--- src/rtl/data_cache_if.sv ---
// CPU-side and data-memory-side signals of the data cache.
// A request is accepted at the first posedge where stall=0; the CPU holds all cpu_* inputs while stall=1.
interface data_cache_if #(
  parameter int A_WIDTH = 32
);
  logic [A_WIDTH-1:0] cpu_a;
  logic               cpu_re;
  logic               cpu_we;
  logic [31:0]        cpu_wd;
  logic [31:0]        cpu_rd;
  logic               stall;
  logic [A_WIDTH-1:0] mem_a;
  logic               mem_we;
  logic [31:0]        mem_wd;
  logic [31:0]        mem_rd;

  modport master (
    output cpu_a, cpu_re, cpu_we, cpu_wd, mem_rd,
    input  cpu_rd, stall, mem_a, mem_we, mem_wd
  );

  modport slave (
    input  cpu_a, cpu_re, cpu_we, cpu_wd, mem_rd,
    output cpu_rd, stall, mem_a, mem_we, mem_wd
  );
endinterface

--- src/rtl/data_cache.sv ---
// Direct-mapped, write-through, no-write-allocate data cache with 4-word lines.
// Read hits answer combinationally; read misses stall while the line is fetched one word per cycle.
module data_cache #(
  parameter int A_WIDTH = 32,
  parameter int SETS    = 8
) (
  input  logic           clk_i,
  input  logic           rst_i,
  data_cache_if.slave    bus,
  output logic [31:0]    hit_count_o,
  output logic [31:0]    miss_count_o,
  output logic           dbg_state_o
);
  localparam int IDX_W = $clog2(SETS);
  localparam int TAG_W = A_WIDTH - 4 - IDX_W;

  typedef enum logic {IDLE = 1'b0, FILL = 1'b1} state_e;

  state_e             state_q, state_d;
  logic [1:0]         cnt_q, cnt_d;
  logic [31:0]        hit_q, miss_q;
  logic               valid_q [SETS];
  logic [TAG_W-1:0]   tag_q   [SETS];
  logic [31:0]        data_q  [SETS][4];

  logic [1:0]         word;
  logic [IDX_W-1:0]   idx;
  logic [TAG_W-1:0]   tag;
  logic               hit;
  logic               hit_inc, miss_inc, wr_hit, fill_we;
  logic               unused_low_bits;

  assign word = bus.cpu_a[3:2];
  assign idx  = bus.cpu_a[4+IDX_W-1:4];
  assign tag  = bus.cpu_a[A_WIDTH-1:4+IDX_W];
  assign hit  = valid_q[idx] && (tag_q[idx] == tag);
  assign unused_low_bits = ^bus.cpu_a[1:0];

  assign hit_count_o  = hit_q;
  assign miss_count_o = miss_q;
  assign dbg_state_o  = state_q;

  always_comb begin
    state_d    = state_q;
    cnt_d      = cnt_q;
    bus.stall  = 1'b0;
    bus.cpu_rd = 32'h0;
    bus.mem_we = 1'b0;
    bus.mem_wd = bus.cpu_wd;
    bus.mem_a  = {bus.cpu_a[A_WIDTH-1:2], 2'b00};
    hit_inc    = 1'b0;
    miss_inc   = 1'b0;
    wr_hit     = 1'b0;
    fill_we    = 1'b0;
    unique case (state_q)
      IDLE: begin
        // A store wins over a simultaneous load: write-only, no read, no counting.
        if (bus.cpu_we) begin
          bus.mem_we = 1'b1;
          wr_hit     = hit;
        end else if (bus.cpu_re) begin
          if (hit) begin
            bus.cpu_rd = data_q[idx][word];
            hit_inc    = 1'b1;
          end else begin
            bus.stall = 1'b1;
            miss_inc  = 1'b1;
            cnt_d     = 2'd0;
            state_d   = FILL;
          end
        end
      end
      FILL: begin
        bus.stall = 1'b1;
        bus.mem_a = {bus.cpu_a[A_WIDTH-1:4], cnt_q, 2'b00};
        fill_we   = 1'b1;
        cnt_d     = cnt_q + 2'd1;
        if (cnt_q == 2'd3) state_d = IDLE;
      end
      default: state_d = IDLE;
    endcase
  end

  always_ff @(posedge clk_i) begin
    if (rst_i) begin
      state_q <= IDLE;
      cnt_q   <= 2'd0;
      hit_q   <= 32'h0;
      miss_q  <= 32'h0;
      for (int s = 0; s < SETS; s++) valid_q[s] <= 1'b0;
    end else begin
      state_q <= state_d;
      cnt_q   <= cnt_d;
      if (hit_inc && (hit_q != 32'hFFFF_FFFF)) hit_q <= hit_q + 32'd1;
      if (miss_inc && (miss_q != 32'hFFFF_FFFF)) miss_q <= miss_q + 32'd1;
      if (fill_we && (cnt_q == 2'd3)) valid_q[idx] <= 1'b1;
    end
  end

  // Tags and data carry no reset; a fill aborted by reset leaves its line invalid.
  always_ff @(posedge clk_i) begin
    if (!rst_i) begin
      if (fill_we) begin
        data_q[idx][cnt_q] <= bus.mem_rd;
        if (cnt_q == 2'd3) tag_q[idx] <= tag;
      end else if (wr_hit) begin
        data_q[idx][word] <= bus.cpu_wd;
      end
    end
  end
endmodule

--- src/flat_wrapper.sv ---
// flat-port wrapper written by rule: the top's interface ports become plain ports
module data_cache_flat 
#(
  parameter int A_WIDTH = 32,
  parameter int SETS    = 8
)
  (clk_i, rst_i, hit_count_o, miss_count_o, dbg_state_o, bus_cpu_a, bus_cpu_re, bus_cpu_we, bus_cpu_wd, bus_mem_rd, bus_cpu_rd, bus_stall, bus_mem_a, bus_mem_we, bus_mem_wd);
  data_cache_if #(.A_WIDTH(A_WIDTH)) bus_i ();
  input  logic clk_i;
  input  logic rst_i;
  output logic [31:0] hit_count_o;
  output logic [31:0] miss_count_o;
  output logic dbg_state_o;
  input wire logic [$bits(bus_i.cpu_a)-1:0] bus_cpu_a;
  input wire logic [$bits(bus_i.cpu_re)-1:0] bus_cpu_re;
  input wire logic [$bits(bus_i.cpu_we)-1:0] bus_cpu_we;
  input wire logic [$bits(bus_i.cpu_wd)-1:0] bus_cpu_wd;
  input wire logic [$bits(bus_i.mem_rd)-1:0] bus_mem_rd;
  output wire logic [$bits(bus_i.cpu_rd)-1:0] bus_cpu_rd;
  output wire logic [$bits(bus_i.stall)-1:0] bus_stall;
  output wire logic [$bits(bus_i.mem_a)-1:0] bus_mem_a;
  output wire logic [$bits(bus_i.mem_we)-1:0] bus_mem_we;
  output wire logic [$bits(bus_i.mem_wd)-1:0] bus_mem_wd;
  assign bus_i.cpu_a = bus_cpu_a;
  assign bus_i.cpu_re = bus_cpu_re;
  assign bus_i.cpu_we = bus_cpu_we;
  assign bus_i.cpu_wd = bus_cpu_wd;
  assign bus_i.mem_rd = bus_mem_rd;
  assign bus_cpu_rd = bus_i.cpu_rd;
  assign bus_stall = bus_i.stall;
  assign bus_mem_a = bus_i.mem_a;
  assign bus_mem_we = bus_i.mem_we;
  assign bus_mem_wd = bus_i.mem_wd;
  data_cache #(.A_WIDTH(A_WIDTH), .SETS(SETS)) u_core (.clk_i(clk_i), .rst_i(rst_i), .bus(bus_i), .hit_count_o(hit_count_o), .miss_count_o(miss_count_o), .dbg_state_o(dbg_state_o));
endmodule
--- config.mk ---
export PLATFORM = sky130hd
export DESIGN_NAME = data_cache_flat
export DESIGN_NICKNAME = d
export VERILOG_FILES = /design/src/rtl/data_cache_if.sv /design/src/rtl/data_cache.sv /design/src/flat_wrapper.sv
export SDC_FILE = /design/constraint.sdc
export NUM_CORES = 1
export LEC_CHECK = 0
export CAP_MARGIN = 20
export CORE_ASPECT_RATIO = 0.75
export CORE_MARGIN = 3
export CORE_UTILIZATION = 25
export CTS_CLUSTER_DIAMETER = 200
export DETAILED_ROUTE_END_ITERATION = 12
export GPL_TIMING_DRIVEN = 1
export PLACE_DENSITY = 0.41
export SKIP_LAST_GASP = 1
export SYNTH_ARGS = -nofsm -noshare
export SYNTH_HDL_FRONTEND = slang
export SYNTH_SLANG_ARGS = --single-unit
--- constraint.sdc ---
create_clock -name clk_i -period 5.7 [get_ports clk_i]
set_input_delay 0.57 -clock clk_i [delete_from_list [all_inputs] [get_ports clk_i]]
set_output_delay 0.57 -clock clk_i [all_outputs]
set_load 0.01 [all_outputs]
==> results of run 1 <==
==> repair_timing <==
action | in CTS | in global routing
endpoints found under the setup margin | 0 | 1
resized for setup | 0 | 1
hold buffers | 0 | 0
==> final cells by class <==
| type | instances | share of cell area (%) |
|---|---|---|
| sequential | 1299 | 61.2 |
| multi-input combinational | 1518 | 18.6 |
| timing repair buffer | 441 | 7.63 |
| clock buffer | 174 | 6.07 |
| tap | 2664 | 5.34 |
| clock inverter | 72 | 0.869 |
| inverter | 35 | 0.210 |
| antenna | 6 | 0.0240 |
==> how the worst max path moves through the flow <==
| stage | start | end | slack (ps) | cells past startpoint |
|---|---|---|---|---|
| 2_1_floorplan | bus_cpu_a[6] | u_core.data_q[0][64] | 290 | 13 |
| 3_3_place_gp | bus_cpu_a[5] | bus_cpu_rd[27] | 200 | 10 |
| 3_5_place_dp | bus_cpu_a[5] | bus_cpu_rd[27] | 240 | 10 |
| 4_1_cts | u_core.tag_q[6][2] | bus_cpu_rd[4] | 90 | 9 |
| 5_1_grt | u_core.tag_q[6][2] | bus_cpu_rd[22] | 10 | 9 |
| 6_report | u_core.tag_q[6][2] | bus_cpu_rd[22] | 160 | 9 |
==> cells by family after synthesis <==
kind of cell / share of synthesized area, %
flip-flops: 75.3
AO/OA/AOI/OAI: 9.63
AND/OR/NAND/NOR: 5.25
buffers and inverters: 2.77
multiplexers: 6.71
XOR/XNOR: 0.172
adder cells (fa/ha/maj): 0.148
other: 0.00738
==> state kept, by name, summed over array words and instances (netlist names) <==
register and count:
u_core.hit_count_o 32, u_core.dbg_state_o 1, u_core.cnt_q 2, u_core.data_q 1024, u_core.miss_count_o 32, u_core.tag_q 200
u_core.valid_q 8
==> synthesized netlist by cell type, drive strengths merged, types with 4 or more instances <==
cell / number / area [um2]
nand3b: 7 / 52.6
and2: 24 / 150
or3: 25 / 156
o31ai: 15 / 113
nor4: 100 / 641
nand2: 40 / 150
a21oi: 102 / 510
a31o: 16 / 140
xor2: 9 / 78.8
clkbuf: 152 / 571
o221ai: 28 / 245
o22ai: 482 / 3020
a221oi: 4 / 35.0
buf: 116 / 704
o22a: 14 / 123
nand3: 29 / 145
mux2i: 31 / 310
edfxtp: 1224 / 36800
nor3: 24 / 120
dfxtp: 75 / 1500
and4: 5 / 43.8
a211oi: 30 / 225
o21ai: 32 / 160
nand2b: 10 / 62.6
nor2: 72 / 270
or4: 35 / 263
a22oi: 5 / 37.5
mux4: 33 / 743
nor2b: 17 / 106
inv: 35 / 131
a311oi: 4 / 35.0
ha: 6 / 75.1
mux2: 209 / 2350
nand4: 46 / 288
nand4b: 4 / 35.0
and3: 22 / 138
==> routing by layer <==
metal	routed length, um	track usage, %	vias to the layer above
li1	-	-	13484
met1	82500	23.6	16381
met2	79100	25.2	811
met3	9510	3.16	181
met4	3250	3.82	2
met5	13	0	-
==> power by group <==
part	total, mW	switching (mW)	internal, mW
clock network	8.79	3.81	4.98
registers	10.4	0.00710	10.4
logic	1.10	0.709	0.391
total	20.3	4.52	15.8
==> through the flow <==
stage                     area (um2)  hold slack (ps)  cells  setup WS, ps
final                          62500              275   6209           158
after global routing           62500              262   6205          13.0
after CTS                      62400              216   6201          92.1
after detailed placement       58100              466   5955           237
after global placement         58000              460   5950           196
after floorplan                50800              449   3120           291
==> metrics.csv, run 1 <==
metric,value,unit
outcome,"complete, no violations",
Worst Hold End,u_core.valid_q[0],
#FFs+latches synth,1299,
Iteration-0 DRC Markers,2485,
critical path's slowest cell,or4_1,
Max Fclk,180,MHz
worst endpoint required time,5130,ps
top_reg_cell synth,edfxtp_1,
# clock sinks,1299,
Detailed Place HPWL,106000,um
CTS buffer count,138,
GRT Overall Usage,16.3,%
worst r2r src,u_core.tag_q[6][15],
Worst Setup End Kind,output pin,
synth warn,0,
Worst Hold Class,in2reg,
Max stage delay on crit path,710,ps
DR vias,30859,
Slew @ Worst Pin,1100,ps
worst setup path category,reg2out,
Max VDD drop,0.307,mV
sequential element share of the synthesized area,75.3,%
max-slew violations,0,
Final Cycle Share,97.2,%
Top Ports,263,
GP Congestion,0.743,
fraction of layout cells with a size suffix above 1,18.7,%
pwr/cell area,325,nW/um2
vias per cell,4.97,
Critical Path AT,4970,ps
Period minus WS final,5540,ps
Die X,526,um
# Post-CTS Setup Buffers,0,
row count,142,
first-pass GRT wire length,244000,um
crit-path cells,mux2_1 -> a221o_1 -> a222oi_1 -> xnor2_1 -> or4_1 -> or4_1 -> buf_4 -> a211oi_1 -> clkdlybuf4s50_1,
post-route ant nets,0,
Area Overhead vs Synth,23.0,%
DRC errors left,0,
Worst-Skew Late Latency,770,ps
TNS Setup,0,ps
Max Cap Viol,0,
FF/Latch Area,38300,um2
HP Start,rst_i,
Final setup viols,0,
"FFs w/ async S/R, synth",0,%
mean routed wirelength per cell,28.1,um
Filler Cells Inserted,19710,
number of global-route vias before repair,30851,
antenna violations before repair,5,
hold depth,2,
initial core utilization,25.3,%
area occupied by multi-input gates,11600,um2
largest net degree at the start of global routing,80,
CP top delay family,simple AND/OR/NAND/NOR gates,
clock tree buffer depth,3,
I/O Buffers,258,
Mapped Area,50800,um2
core area,201000,um2
most frequent cells in the layout,"1,224 x edfxtp_1, 482 x o22ai_1, 252 x clkdlybuf4s50_1",
R2R Setup Slk,1340,ps
"CTS clk-pin slew, worst paths",60,ps
Tot Pwr,20.3,mW
Max H-tree Level,4,
CTS root buffer,clkbuf_16,
worst-path fanout max,26,
Critical Path Most Common Cell,or4_1,
startpoint types,register,
buffers and inverters on the worst path,2,
Initial DRT Pass Iterations,5,
R2R depth,11,
total grt overflow,0,
Unique masters post-synth,64,
Reg2Reg Capture Point,u_core.data_q[7][3],
Cells after Synth,3119,
RSZ-0062 raised after global routing,false,
post-route core utilization,31.1,%
syn_area_per_cell,16.3,um2
Lkg Pwr,19.2,nW
number of synthesized flops with an enable pin,1224,
CTS tree,built,
Worst slew margin,26.3,%
Nets,3539,
"Hold Violations, Final",0,
WL final,174000,um
die area,209000,um2
final setup skew,33.8,ps
"commonest non-fill, non-tap cell in the layout",edfxtp_1,
Die Y-Extent,396,um
Power figures use the tool's default switching activity.
==> run 2, diff against run 1 <==
--- a/config.mk
+++ b/config.mk
@@ -6,8 +6,7 @@
 export NUM_CORES = 1
 export LEC_CHECK = 0
 export CAP_MARGIN = 20
-export CORE_ASPECT_RATIO = 0.75
-export CORE_MARGIN = 3
+export CORE_ASPECT_RATIO = 0.7
 export CORE_UTILIZATION = 25
 export CTS_CLUSTER_DIAMETER = 200
 export DETAILED_ROUTE_END_ITERATION = 12
==> constraint.sdc (replaced) <==
create_clock -name clk_i -period 5.7 [get_ports clk_i]
set_input_delay 0.57 -clock clk_i [delete_from_list [all_inputs] [get_ports clk_i]]
set_output_delay 0.57 -clock clk_i [all_outputs]
set_load 0.005 [all_outputs]
==> run 2 against run 1 <==
Against the previous run:
- clock skew increased by 13 ps
- global-route usage is 0.46 points higher
- core utilization shrank 0.20 points
- highest routed layer unchanged
- critical endpoint is now bus_cpu_rd[30]
- routed wire length increased by 0.48%
==> metrics.csv, run 2 (synthesis results as in run 1) <==
metric,value,unit
Critical Path AT,4960,ps
worst-path fanout max,26,
worst setup path category,reg2out,
Largest register FFs,1024,
Tot Pwr,20.3,mW
"Hold Violations, Final",0,
# clock sinks,1299,
Period minus WS final,5530,ps
post-cts sizing count,0,
hold_buf cts,0,
worst endpoint required time,5130,ps
Hold WS,177,ps
final setup skew,46.7,ps
WL final,175000,um
Max Fclk,181,MHz
Detailed Place HPWL,106000,um
fraction of layout cells with a size suffix above 1,18.7,%
R2R depth,10,
P_sw,4.64,mW
Die Y-Extent,379,um
critical path's slowest cell,or4_1,
Worst Hold Class,in2reg,
R2R Setup Slk,1230,ps
GP Congestion,0.750,
Int Power,15.7,mW
vias per cell,4.99,
Iteration-0 DRC Markers,2697,
buffers and inverters on the worst path,2,
Slew @ Worst Pin,1120,ps
DRC errors left,0,
pwr/cell area,326,nW/um2
Post-Layout Inst Area,62500,um2
TNS Setup,0,ps
dpl cell area,58100,um2
first-pass GRT wire length,243000,um
Max VDD drop,0.210,mV
total grt overflow,0,
Worst-Skew Late Latency,800,ps
crit-path cells,mux2_1 -> a221o_1 -> a222oi_1 -> xnor2_1 -> or4_1 -> or4_1 -> buf_4 -> a211oi_1 -> clkdlybuf4s50_1,
Final Cycle Share,97.0,%
RSZ-0062 raised after global routing,false,
largest reg by FF count,u_core.data_q,
DR vias,30976,
Area Overhead vs Synth,23.0,%
number of global-route vias before repair,30353,
clock tree buffer depth,3,
CP startpoint,u_core.tag_q[6][2],
antenna violations before repair,8,
startpoint types,register,
Clk pwr share,43.3,%
Worst Setup EP,bus_cpu_rd[30],
Max Cap Viol,0,
CTS buffer count,138,
outcome,"complete, no violations",
die area,205000,um2
logic gate share of total power,5.3,%
core area,202000,um2
initial core utilization,25.1,%
max-slew violations,0,
CTS root buffer,clkbuf_16,
Sw Share,22.8,%
largest net degree at the start of global routing,74,
Max H-tree Level,4,
Filler Cells Inserted,19799,
top flop regs,"u_core.data_q (1024), u_core.tag_q (200)",
post-route ant nets,0,
Initial DRT Pass Iterations,5,
"CTS clk-pin slew, worst paths",60,ps
most frequent cells in the layout,"1,224 x edfxtp_1, 482 x o22ai_1, 252 x clkdlybuf4s50_1",
Lkg Pwr,19.2,nW
I/O Buffers,258,
Crit. path cell count,9,
"commonest non-fill, non-tap cell in the layout",edfxtp_1,
mean routed wirelength per cell,28.2,um
Worst Setup End Kind,output pin,
Reg2Reg Capture Point,u_core.data_q[5][81],
CP top delay family,simple AND/OR/NAND/NOR gates,
# Post-CTS Setup Buffers,0,
Die X,541,um
Critical Path Most Common Cell,or4_1,
Nets,3540,
Max stage delay on crit path,700,ps
GRT Overall Usage,16.8,%
row count,138,
Final setup viols,0,
Worst slew margin,25.0,%
Top Ports,263,
sequential share of power,51.4,%
worst r2r src,u_core.tag_q[1][0],
CTS tree,built,
[run 2: cell count changes in the layout (fill, tap and decap cells not counted), moves of 2 or more]
cell       before  now
inv_8           0    2
clkbuf_1       26   24
buf_12         63   67
clkinv_2       22   20
clkbuf_16     147  142
inv_6           6    3
inv_16          0    6
buf_16          2    0
[run 2: per-layer routing]
metal / vias to the layer above / GRT usage [%] / share of wire, %
met3: 200 / 2.92 / 5.3
met5: - / 0 / 0.0068
met4: 2 / 3.82 / 1.9
met2: 875 / 25.6 / 44
li1: 13487 / - / -
met1: 16412 / 24.7 / 48
[run 2: power by group through the flow]
stage	logic [mW]	registers (mW)	clock network, mW
floorplan	0.536	10.6	0
global placement	1.09	10.6	0
detailed placement	1.09	10.6	0
CTS	1.09	10.4	9.02
global route	1.15	10.4	9.36
finish	1.08	10.4	8.81
[run 2: final cells by class]
type	count	area, um2	area share, %
Multi-Input combinational cell	1518	11600	18.6
Sequential cell	1299	38300	61.3
Tap cell	2660	3330	5.33
Timing Repair Buffer	442	4780	7.66
Antenna cell	5	12.5	0.0200
Clock buffer	166	3640	5.83
Inverter	35	131	0.210
Clock inverter	77	657	1.05
[run 2: per-stage QoR]
| stage | cells | worst slack, ps | utilization [%] |
|---|---|---|---|
| 2_1_floorplan | 3120 | 291 | - |
| 3_3_place_gp | 5952 | 205 | 28.8 |
| 3_5_place_dp | 5953 | 241 | 28.8 |
| 4_1_cts | 6196 | 126 | 30.9 |
| 5_1_grt | 6199 | 18.8 | 30.9 |
| 6_report | 6202 | 171 | 30.9 |
[run 2: worst min path at each step]
stage          cells after the start         startpoint                 endpoint  slack [ps]
2_1_floorplan                      2  u_core.valid_q[7]        u_core.valid_q[7]         450
3_3_place_gp                       2  u_core.valid_q[7]        u_core.valid_q[7]         460
3_5_place_dp                       2  u_core.valid_q[7]        u_core.valid_q[7]         470
4_1_cts                            2              rst_i  u_core.miss_count_o[20]         120
5_1_grt                            2              rst_i  u_core.miss_count_o[20]         150
6_report                           2              rst_i  u_core.miss_count_o[20]         180
